**config.mk**
```make
export PLATFORM = sky130hd
export DESIGN_NAME = lane_sequencer
export DESIGN_NICKNAME = d
export VERILOG_FILES = /design/src/rtl/lane_sequencer.sv
export SDC_FILE = /design/constraint.sdc
export NUM_CORES = 1
export LEC_CHECK = 0
export ABC_CLOCK_PERIOD_IN_PS = 3400
export CORE_MARGIN = 4
export CORE_UTILIZATION = 52
export DETAILED_ROUTE_END_ITERATION = 12
export MAX_ROUTING_LAYER = met4
export PLACE_DENSITY_LB_ADDON = 0.05
export REMOVE_ABC_BUFFERS = 1
export SLEW_MARGIN = 20
export SYNTH_ARGS = -nofsm -noshare
export SYNTH_HDL_FRONTEND = slang
export SYNTH_SLANG_ARGS = --single-unit
```
**constraint.sdc**
```tcl
create_clock -name clk -period 3.4 [get_ports clk]
set_input_delay 0.68 -clock clk [delete_from_list [all_inputs] [get_ports clk]]
set_output_delay 0.68 -clock clk [all_outputs]
set_load 0.005 [all_outputs]
```
**src/rtl/lane_sequencer.sv**
```systemverilog
// Rhythm-game lane sequencer: shifts a note pattern toward the hit slot at a
// selectable rate and scores button presses against the note in the hit slot.
module lane_sequencer #(
   parameter int LANE_LEN  = 32,
   parameter int TICK_BASE = 50000000,
   parameter int SCORE_MAX = 20
) (
   input  logic                clk,
   input  logic                resetn,
   input  logic                running,
   input  logic [1:0]          speed,
   input  logic                press,
   input  logic [LANE_LEN-1:0] pattern,
   output logic [LANE_LEN-1:0] lane,
   output logic [4:0]          score,
   output logic [1:0]          state,
   output logic                tick,
   output logic                hit,
   output logic                miss
);

   localparam logic [1:0] S_IDLE  = 2'd0;
   localparam logic [1:0] S_PLAY  = 2'd1;
   localparam logic [1:0] S_PAUSE = 2'd2;
   localparam logic [1:0] S_DONE  = 2'd3;

   localparam int CW = (TICK_BASE > 1) ? $clog2(TICK_BASE) : 1;
   localparam int SW = $clog2(LANE_LEN + 1);

   // Terminal counts per speed; periods that divide down to 0 or 1 tick every cycle.
   localparam int L0 = (TICK_BASE     > 1) ? TICK_BASE     - 1 : 0;
   localparam int L1 = (TICK_BASE / 2 > 1) ? TICK_BASE / 2 - 1 : 0;
   localparam int L2 = (TICK_BASE / 4 > 1) ? TICK_BASE / 4 - 1 : 0;
   localparam int L3 = (TICK_BASE / 8 > 1) ? TICK_BASE / 8 - 1 : 0;

   localparam logic [4:0]    SCORE_TOP = 5'(SCORE_MAX);
   localparam logic [SW-1:0] LAST_SHIFT = SW'(LANE_LEN - 1);

   logic [CW-1:0] cnt;
   logic [CW-1:0] period_m1;
   logic [SW-1:0] shift_cnt;
   logic          pressed;
   logic          press_q;
   logic          press_evt;
   logic          tick_due;

   always_comb begin
      period_m1 = CW'(L0);
      case (speed)
         2'd0:    period_m1 = CW'(L0);
         2'd1:    period_m1 = CW'(L1);
         2'd2:    period_m1 = CW'(L2);
         default: period_m1 = CW'(L3);
      endcase
   end

   // Using >= lets a speed-up past the current count wrap on the next cycle.
   assign tick_due  = (cnt >= period_m1);
   assign press_evt = press & ~press_q;

   always_ff @(posedge clk or posedge resetn) begin
      if (resetn) begin
         state     <= S_IDLE;
         lane      <= '0;
         score     <= '0;
         tick      <= 1'b0;
         hit       <= 1'b0;
         miss      <= 1'b0;
         cnt       <= '0;
         shift_cnt <= '0;
         pressed   <= 1'b0;
         press_q   <= 1'b0;
      end else begin
         press_q <= press;
         tick    <= 1'b0;
         hit     <= 1'b0;
         miss    <= 1'b0;
         case (state)
            S_IDLE: begin
               lane      <= pattern;
               score     <= '0;
               shift_cnt <= '0;
               pressed   <= 1'b0;
               cnt       <= '0;
               if (running) state <= S_PLAY;
            end
            S_PLAY: begin
               // The cycle that sees running low only moves to PAUSE, so the
               // counter freezes at the value it held when the switch dropped.
               if (!running) begin
                  state <= S_PAUSE;
               end else begin
                  if (tick_due) begin
                     cnt       <= '0;
                     tick      <= 1'b1;
                     lane      <= {1'b0, lane[LANE_LEN-1:1]};
                     shift_cnt <= shift_cnt + 1'b1;
                     pressed   <= 1'b0;
                     if (shift_cnt == LAST_SHIFT) state <= S_DONE;
                  end else begin
                     cnt <= cnt + 1'b1;
                  end
                  // A press is judged on the pre-shift hit slot and pre-empts the unplayed-note miss.
                  if (press_evt && !pressed) begin
                     if (!tick_due) pressed <= 1'b1;
                     if (lane[0]) begin
                        hit <= 1'b1;
                        if (score < SCORE_TOP) score <= score + 1'b1;
                     end else begin
                        miss <= 1'b1;
                        if (score != 5'd0) score <= score - 1'b1;
                     end
                  end else if (tick_due && !pressed && lane[0]) begin
                     miss <= 1'b1;
                     if (score != 5'd0) score <= score - 1'b1;
                  end
               end
            end
            S_PAUSE: begin
               if (running) state <= S_PLAY;
            end
            default: begin
               cnt <= '0;
               if (!running) begin
                  state     <= S_IDLE;
                  lane      <= pattern;
                  score     <= '0;
                  shift_cnt <= '0;
                  pressed   <= 1'b0;
               end
            end
         endcase
      end
   end

endmodule

```
Yosys cells after proc, flatten, opt, wreduce, memory -nomap -nowiden
Index checks and enable logic that the tools add are counted.
W data, S select, Z words.

word-level totals
  register bits after elaboration = 76
  input bits = 38
  output and inout bits = 42
  word-level logic and storage cells = 90

cells by class
  add/sub/neg operators = 4
  $lt $le $gt $ge = 2
  equal/unequal tests = 14
  multiplexer cells = 44
  bitwise gates (word level) = 3
  reduce and logical (&&, ||, !) cells = 13

operators by type and width
  operator                 number
  $mux W32                 3
  $pmux W32 S3             1
  $pmux W26 S3             1
  $mux W26                 2
  $pmux W26 S2             1
  $mux W5                  7
  $add A26 B1 Y26 const B  1
  $ge A26 B26 Y1           1
  $mux W6                  3
  $pmux W6 S3              1
  $mux W1                  17
  $pmux W5 S3              1
  $mux W2                  5
  $ne A3 B3 Y1 const B     3
  $reduce_and A4 Y1        2
  $add A6 B1 Y6 const B    1
  $eq A6 B5 Y1 const B     1
  $add A5 B1 Y5 const B    1
  $lt A5 B5 Y1 const B     1
  $reduce_and A5 Y1        1
  $reduce_bool A5 Y1       1
  $sub A5 B1 Y5 const B    1
  $eq A2 B1 Y1 const B     2
  $eq A2 B2 Y1 const B     2
  15 further kinds         20

Depth between registers and ports, before layout
Gate-level depths: netlist of the first run.

  word-level depth = 9
  gate-level depth with buffers = 11

Least setup slack after synthesis of the first run
OpenSTA, ideal clock, no wires.

  kind = input port to flip-flop
  from = input speed[1]
  to = register lane[10]
  arrival = 2618 ps
  required time = 3263 ps
  slack = 644 ps
  stages on the path = 11
  cells stage by stage = inv_1 -> nor2_1 -> inv_1 -> ha_1 -> nor4_1 -> o22ai_1 -> o211a_2 -> nor3_4 -> a21oi_2 -> buf_2 -> a2bb2oi_1

between the ends
  word-level cells in the longest chain between the ends = 5

ends and longest elaborated chain
  what                                        line  source
  start: declaration                          11    input logic [1:0] speed,
  $eq A2 B2 Y1, or another cell as far along  49    case (speed)
  $pmux W26 S3 (*)                            49
  $ge A26 B26 Y1 (*)                          58    assign tick_due = (cnt >= period_m1);
  $ne A2 B2 Y1 (no line) (*)                  n/a
  $reduce_and A4 Y1 (no line) (*)             n/a
  end signal: assignment                      80    lane <= pattern;
  end signal: assignment                      96    lane <= {1'b0, lane[LANE_LEN-1:1]};
  end signal: assignment                      126   lane <= pattern;
  end: declaration                            14    output logic [LANE_LEN-1:0] lane,

Every way passes the cells marked *; elsewhere a longest branch is shown, timed or not.
A chain may end at the register's enable or synchronous reset.

Worst setup path after layout of the first run
  from = input speed[1]
  to = register shift_cnt[0]

between the ends
  word-level cells in the longest chain between the ends = 5

ends and longest elaborated chain
  what                                        line  source
  $eq A2 B2 Y1, or another cell as far along  49
  $pmux W26 S3 (*)                            49
  $ge A26 B26 Y1 (*)                          58
  $ne A2 B2 Y1 (no line) (*)                  n/a
  $reduce_and A4 Y1 (no line) (*)             n/a
  end signal: assignment                      97    shift_cnt <= shift_cnt + 1'b1;
  end: declaration                            41    logic [SW-1:0] shift_cnt;

Marks and branches as above.

==> results.py, run 1 <==
metrics = {
    "floorplanning": {
        "die_x_um": 97.5,
        "die_y_um": 97.5,
        "io_pins": 80,
        "core_um2": 7770,
        "die_area_um2": 9510,
        "initial_core_util_pct": 53.7,
        "row_count": 32,
    },
    "setup_path": {
        "worstPathRequired_ps": 3700,
        "cp-end-kind": "flip-flop",
        "cp_top_family": "compound AO/OA/AOI/OAI gates",
        "crit_path_max_incr_delay_ps": 490,
        "path_depth": 12,
        "r2r_cells": 9,
        "worstSetupPathType": "input pin to flip-flop",
        "path_buf_inv": 4,
        "cp_cell_sequence": "clkdlybuf4s50_1, inv_1, nand2_1, inv_1, ha_1, a211oi_1, nor3_1, o31ai_1, nand3_1, buf_4, o21ai_0, mux2_2",
        "worstPathMaxFanout": 5,
        "start_kind": "input pin",
        "cp.arrival_ps": 3350,
        "cp_slowest_cell": "clkdlybuf4s50_1",
        "cpMostUsedCell": "inv_1",
    },
    "pwr": {
        "leakagePower_uw": 0.00228,
        "ir_drop_mv": 0.221,
        "cellPowerDensity_nw_per_um2": 456,
    },
    "grt": {
        "grt_max_degree": 49,
        "antenna_found_initial": 0,
        "grt_pass1_vias": 3463,
        "grt_pass1_wl_mm": 17.3,
        "grt_usage_pct": 22.5,
        "grt_overflow": 0,
    },
    "placed_design": {
        "dpl.cell_count": 594,
        "place_congestion": 0.876,
        "io_buffers": 79,
        "dpl.hpwl_mm": 7.22,
    },
    "yosys": {
        "synth_edf_count": 0,
        "synthesis.area_um2": 4170,
        "yosysTopAreaCell": "dfrtp_1",
        "ys.flop_type": "dfrtp_1",
        "avgSynthCellArea_um2": 9.88,
        "async_reset_ff_share_pct": 100,
        "synthCells": 422,
        "synth_seq_area_share_pct": 45.6,
        "synth_warnings": 0,
        "synth_area_leaders": "dfrtp_1 (46%), a2bb2oi_1 (6.5%), ha_1 (6.3%)",
        "ys_types": 54,
        "synth.ff_latch_count": 76,
        "yosysTopAreaCellShare_pct": 45.6,
    },
    "clocking": {
        "cts_tree": "yes",
        "htreeDepth": 3,
        "postCtsHoldBufs": 0,
        "cts_root_buf": "clkbuf_8",
        "cts_sinks": 76,
        "ctsResizeCount": 0,
        "insertion_delay_ps": 350,
        "numCtsBuffers": 9,
        "postCtsSetupRepairBufs": 0,
        "ctsLongestPathBuffers": 2,
        "clk_pin_slew_ps": 80,
    },
    "final_layout": {
        "fill_cells": 620,
        "num-nets-final": 562,
        "layout_common_cells": "clkdlybuf4s50_1 (79), dfrtp_1 (76), nor2_1 (48)",
        "utilization_pct": 69.1,
        "mostFrequentLayoutCell": "clkdlybuf4s50_1",
        "area_growth_pct": 28.8,
        "multi_input_comb_area_um2": 2110,
        "drive_gt1_share_pct": 8.86,
        "final_cells": 610,
        "antennaDiodeCount": 0,
        "regArea_um2": 1900,
    },
    "timing": {
        "slew_violations": 0,
        "worst_pin_slew_ps": 641,
        "clock_skew_ps": 8.52,
        "fin_crit_ps": 3050,
        "finalSetupViolations": 0,
        "fmax_ghz": 0.328,
        "max-slew-margin-rel_pct": 57.2,
        "hold_violations": 0,
        "finalCritPeriodShare_pct": 89.7,
        "rsz0062_at_grt": "no",
    },
    "drt": {
        "wl_mm": 10.3,
        "drt_iter0_drc": 268,
        "drt-vias-per-instance": 5.98,
        "detail-route-antenna-nets": 0,
        "firstDrtPassIters": 4,
        "wl_per_cell_um": 16.8,
        "num_vias": 3650,
        "drc": 0,
    },
    "outcome": {
        "status": "complete, no violations",
    },
    "min_path": {
        "holdPathStages": 2,
        "hp-class": "flip-flop to flip-flop",
    },
    "flow_run": {
        "cap_viol_max_count": 0,
    },
}
-- logic make-up after synthesis --
kind of cell | share of synthesized area (%)
adders and majority gates | 6.30
muxes | 0.991
buffers and inverters | 3.78
and+or+nand+nor | 15.9
DFF | 45.6
AOI/OAI and AO/OA | 22.2
xor gates and xnor gates | 5.25
-- final cells by class --
class | count | area share, %
clock inverter | 5 | 1.07
multi-input combinational | 307 | 39.4
clock buffer | 11 | 2.82
sequential | 76 | 35.4
timing repair buffer | 95 | 17.9
inverter | 14 | 0.979
tap | 102 | 2.38
-- synth_stat cells (9+ instances only) --
cell       number
clkbuf_1       16
a21oi_1        12
nand4_1         9
a2bb2oi_1      31
xnor2_1        17
nand3_1        15
nand2_1        24
nor2_1         48
buf_2           9
ha_1           21
o22ai_1        34
nor3_1         14
dfrtp_1        76
inv_1          14
-- per-layer routing --
| metal | up-vias | wire (um) | global-route usage (%) | share of wire [%] |
|---|---|---|---|---|
| met3 | 15 | 466 | 4.38 | 4.5 |
| met4 | 0 | 140 | 5.96 | 1.4 |
| met5 | - | 0 | - | 0 |
| met1 | 1780 | 4650 | 30.1 | 45 |
| met2 | 99 | 4990 | 35.2 | 49 |
| li1 | 1756 | - | - | - |
-- tightest hold or removal path, delay by kind of cell, from the launching register on --
kind	cells	cell delay [ps]
AND/OR/NAND/NOR	1	60
AO/OA/AOI/OAI	1	70
flip-flops	1	370
-- path summary, 6_finish.rpt --
kind / from / to / slack [ps]
setup / recovery: speed[1] / shift_cnt[0]$_DFFE_PP0P_ / 350
hold / removal: cnt[1]$_DFFE_PP0P_ / cnt[1]$_DFFE_PP0P_ / 540
setup reg to reg: cnt[23]$_DFFE_PP0P_ / cnt[8]$_DFFE_PP0P_ / 950
hold reg to reg: cnt[1]$_DFFE_PP0P_ / cnt[1]$_DFFE_PP0P_ / 540
max in group asynchronous: resetn / tick$_DFF_PP0_ / 1990
min in group asynchronous: resetn / cnt[17]$_DFFE_PP0P_ / 740
-- power by group --
part | switching [uW] | total (uW) | internal [uW] | leakage, uW
clock network | 340 | 720 | 381 | 0.000110
registers | 96.2 | 1100 | 1010 | 0.000962
logic | 248 | 623 | 375 | 0.00120
total | 684 | 2450 | 1760 | 0.00228
-- state kept, by name, indices dropped and copies added, names as in the netlist --
name       count
state          2
miss           1
lane          32
press_q        1
shift_cnt      6
cnt           26
tick           1
score          5
pressed        1
hit            1
-- stage by stage --
step	setup TNS [ps]	setup WS, ps	hold WS [ps]	power (uW)	cell area (um2)
after floorplan	-6600	-550	468	1390	4060
after global placement	0	63.1	500	1730	5160
after detailed placement	-117	-60.2	498	1750	5160
after CTS	0	323	534	2470	5370
after global routing	0	29.9	571	2580	5370
final	0	350	537	2450	5370
No activity file was read; power rests on OpenSTA's default activity.
==> run 2, diff against run 1 <==
--- a/config.mk
+++ b/config.mk
@@ -6,7 +6,6 @@
 export NUM_CORES = 1
 export LEC_CHECK = 0
 export ABC_CLOCK_PERIOD_IN_PS = 3400
-export CORE_MARGIN = 4
 export CORE_UTILIZATION = 52
 export DETAILED_ROUTE_END_ITERATION = 12
 export MAX_ROUTING_LAYER = met4
==> run 2 against run 1 <==
  * Worst setup slack gained 19 ps
  * Critical path depth is 1 higher
  * Combinational power decreased by 1%
  * Utilization down 0.14 points
  * Clock-buffer cell count is 1 lower
  * Total power fell by 4.3%
  * First-iteration DRC count is 21% lower
  * Hold slack got worse by 11 ps
  * Final area down 0.72%
  * Cell count shrank 0.16%
  * Highest routed layer unchanged
==> results.py, run 2 (synthesis gave the netlist of run 1 again) <==
metrics = {
    "outcome": {
        "status": "complete, no violations",
    },
    "floorplanning": {
        "die_y_um": 91.5,
        "die_x_um": 91.5,
        "die_area_um2": 8380,
        "core_um2": 7730,
        "io_pins": 80,
        "row_count": 32,
        "initial_core_util_pct": 53.9,
    },
    "min_path": {
        "hp-class": "flip-flop to flip-flop",
    },
    "clocking": {
        "insertion_delay_ps": 350,
        "cts_sinks": 76,
        "htreeDepth": 3,
        "cts_tree": "yes",
        "ctsResizeCount": 0,
        "clk_pin_slew_ps": 80,
        "cts_root_buf": "clkbuf_8",
        "numCtsBuffers": 9,
        "postCtsHoldBufs": 0,
        "ctsLongestPathBuffers": 2,
        "postCtsSetupRepairBufs": 0,
    },
    "final_layout": {
        "largest_register_ffs": 32,
        "regMostFlops": "lane",
        "layout_common_cells": "clkdlybuf4s50_1 (79), dfrtp_1 (76), nor2_1 (48)",
        "largest_registers": "lane (32), cnt (26), shift_cnt (6)",
        "drive_gt1_share_pct": 8.68,
        "num-nets-final": 561,
        "fill_cells": 625,
        "multi_input_comb_area_um2": 2110,
        "regArea_um2": 1900,
        "mostFrequentLayoutCell": "clkdlybuf4s50_1",
        "antennaDiodeCount": 0,
        "area_growth_pct": 27.8,
    },
    "timing": {
        "finalSetupViolations": 0,
        "slew_violations": 0,
        "clock_skew_ps": 9.70,
        "max-slew-margin-rel_pct": 60.5,
        "fmax_ghz": 0.330,
        "hold_violations": 0,
        "tns_ps": 0,
        "fin_crit_ps": 3030,
        "rsz0062_at_grt": "no",
        "finalCritPeriodShare_pct": 89.1,
        "worst_pin_slew_ps": 592,
        "setup_ws_ps": 370,
    },
    "grt": {
        "grt_pass1_vias": 3540,
        "grt_overflow": 0,
        "antenna_found_initial": 0,
        "grt_usage_pct": 25.6,
        "grt_pass1_wl_mm": 16.7,
        "grt_max_degree": 50,
    },
    "drt": {
        "drt-vias-per-instance": 5.96,
        "route.met2.wl_mm": 4.88,
        "dr_wl_met3_um": 413,
        "wl_mm": 9.82,
        "drc": 0,
        "highest_layer": "met4",
        "drt_iter0_drc": 212,
        "wl_per_cell_um": 16.1,
        "met1_length_mm": 4.41,
        "detail-route-antenna-nets": 0,
        "firstDrtPassIters": 4,
        "num_vias": 3632,
    },
    "setup_path": {
        "worstPathMaxFanout": 24,
        "cp.arrival_ps": 3310,
        "cp-end-kind": "flip-flop",
        "worstPathRequired_ps": 3680,
        "worstSetupPathType": "input pin to flip-flop",
        "start_kind": "input pin",
    },
    "placed_design": {
        "io_buffers": 79,
        "place_congestion": 0.913,
        "preCtsSetupSlack_ps": 10.3,
        "dpl.hpwl_mm": 6.87,
    },
    "pwr": {
        "ir_drop_mv": 0.226,
        "cellPowerDensity_nw_per_um2": 440,
        "leakagePower_uw": 0.00225,
        "power.total_uw": 2340,
    },
    "flow_run": {
        "cap_viol_max_count": 0,
    },
}
==> run 2: through the flow <==
step	instance area, um2	std cells	hold slack (ps)	util [%]
after floorplan	4060	397	468	-
after global placement	5150	593	502	66.6
after detailed placement	5150	593	513	66.6
after CTS	5330	609	531	68.9
after global routing	5330	609	566	68.9
final	5330	609	526	68.9
==> run 2: path summary, 6_finish.rpt <==
check                                startpoint                   end  slack (ps)  cells after the start
min in group asynchronous                resetn   cnt[19]$_DFFE_PP0P_         720                      2
hold / removal             lane[31]$_DFFE_PP0P_  lane[31]$_DFFE_PP0P_         530                      1
setup reg to reg            cnt[23]$_DFFE_PP0P_    cnt[8]$_DFFE_PP0P_         940                      9
setup / recovery                       speed[1]    cnt[8]$_DFFE_PP0P_         370                     13
max in group asynchronous                resetn  lane[28]$_DFFE_PP0P_        2020                      3
hold reg to reg            lane[31]$_DFFE_PP0P_  lane[31]$_DFFE_PP0P_         530                      1
==> run 2: power breakdown <==
| group | switching (uW) | internal, uW | total, uW |
|---|---|---|---|
| Combinational | 242 | 373 | 615 |
| Clock | 341 | 283 | 624 |
| Sequential | 95.4 | 1010 | 1100 |
==> run 2: final cells by class <==
cell class | instances | area share [%]
Multi-Input combinational cell | 307 | 39.7
Sequential cell | 76 | 35.7
Clock inverter | 6 | 0.752
Clock buffer | 10 | 2.58
Tap cell | 102 | 2.40
Inverter | 14 | 0.986
Timing Repair Buffer | 94 | 17.9
==> run 2: layer usage <==
metal / up-vias / GRT usage (%)
li1: 1750 / -
met1: 1778 / 32.4
met2: 91 / 42.6
met3: 13 / 3.35
met4: 0 / 8.47
met5: - / -
==> run 2: worst max-delay path: stages <==
cell,delay (ps)
clkdlybuf4s50_1,480
inv_1,100
nand2_1,140
inv_1,90
ha_1,290
a211oi_1,210
nor3_1,90
o31a_1,370
nor3_4,300
buf_4,190
a21oi_2,70
buf_12,170
nor2_1,120
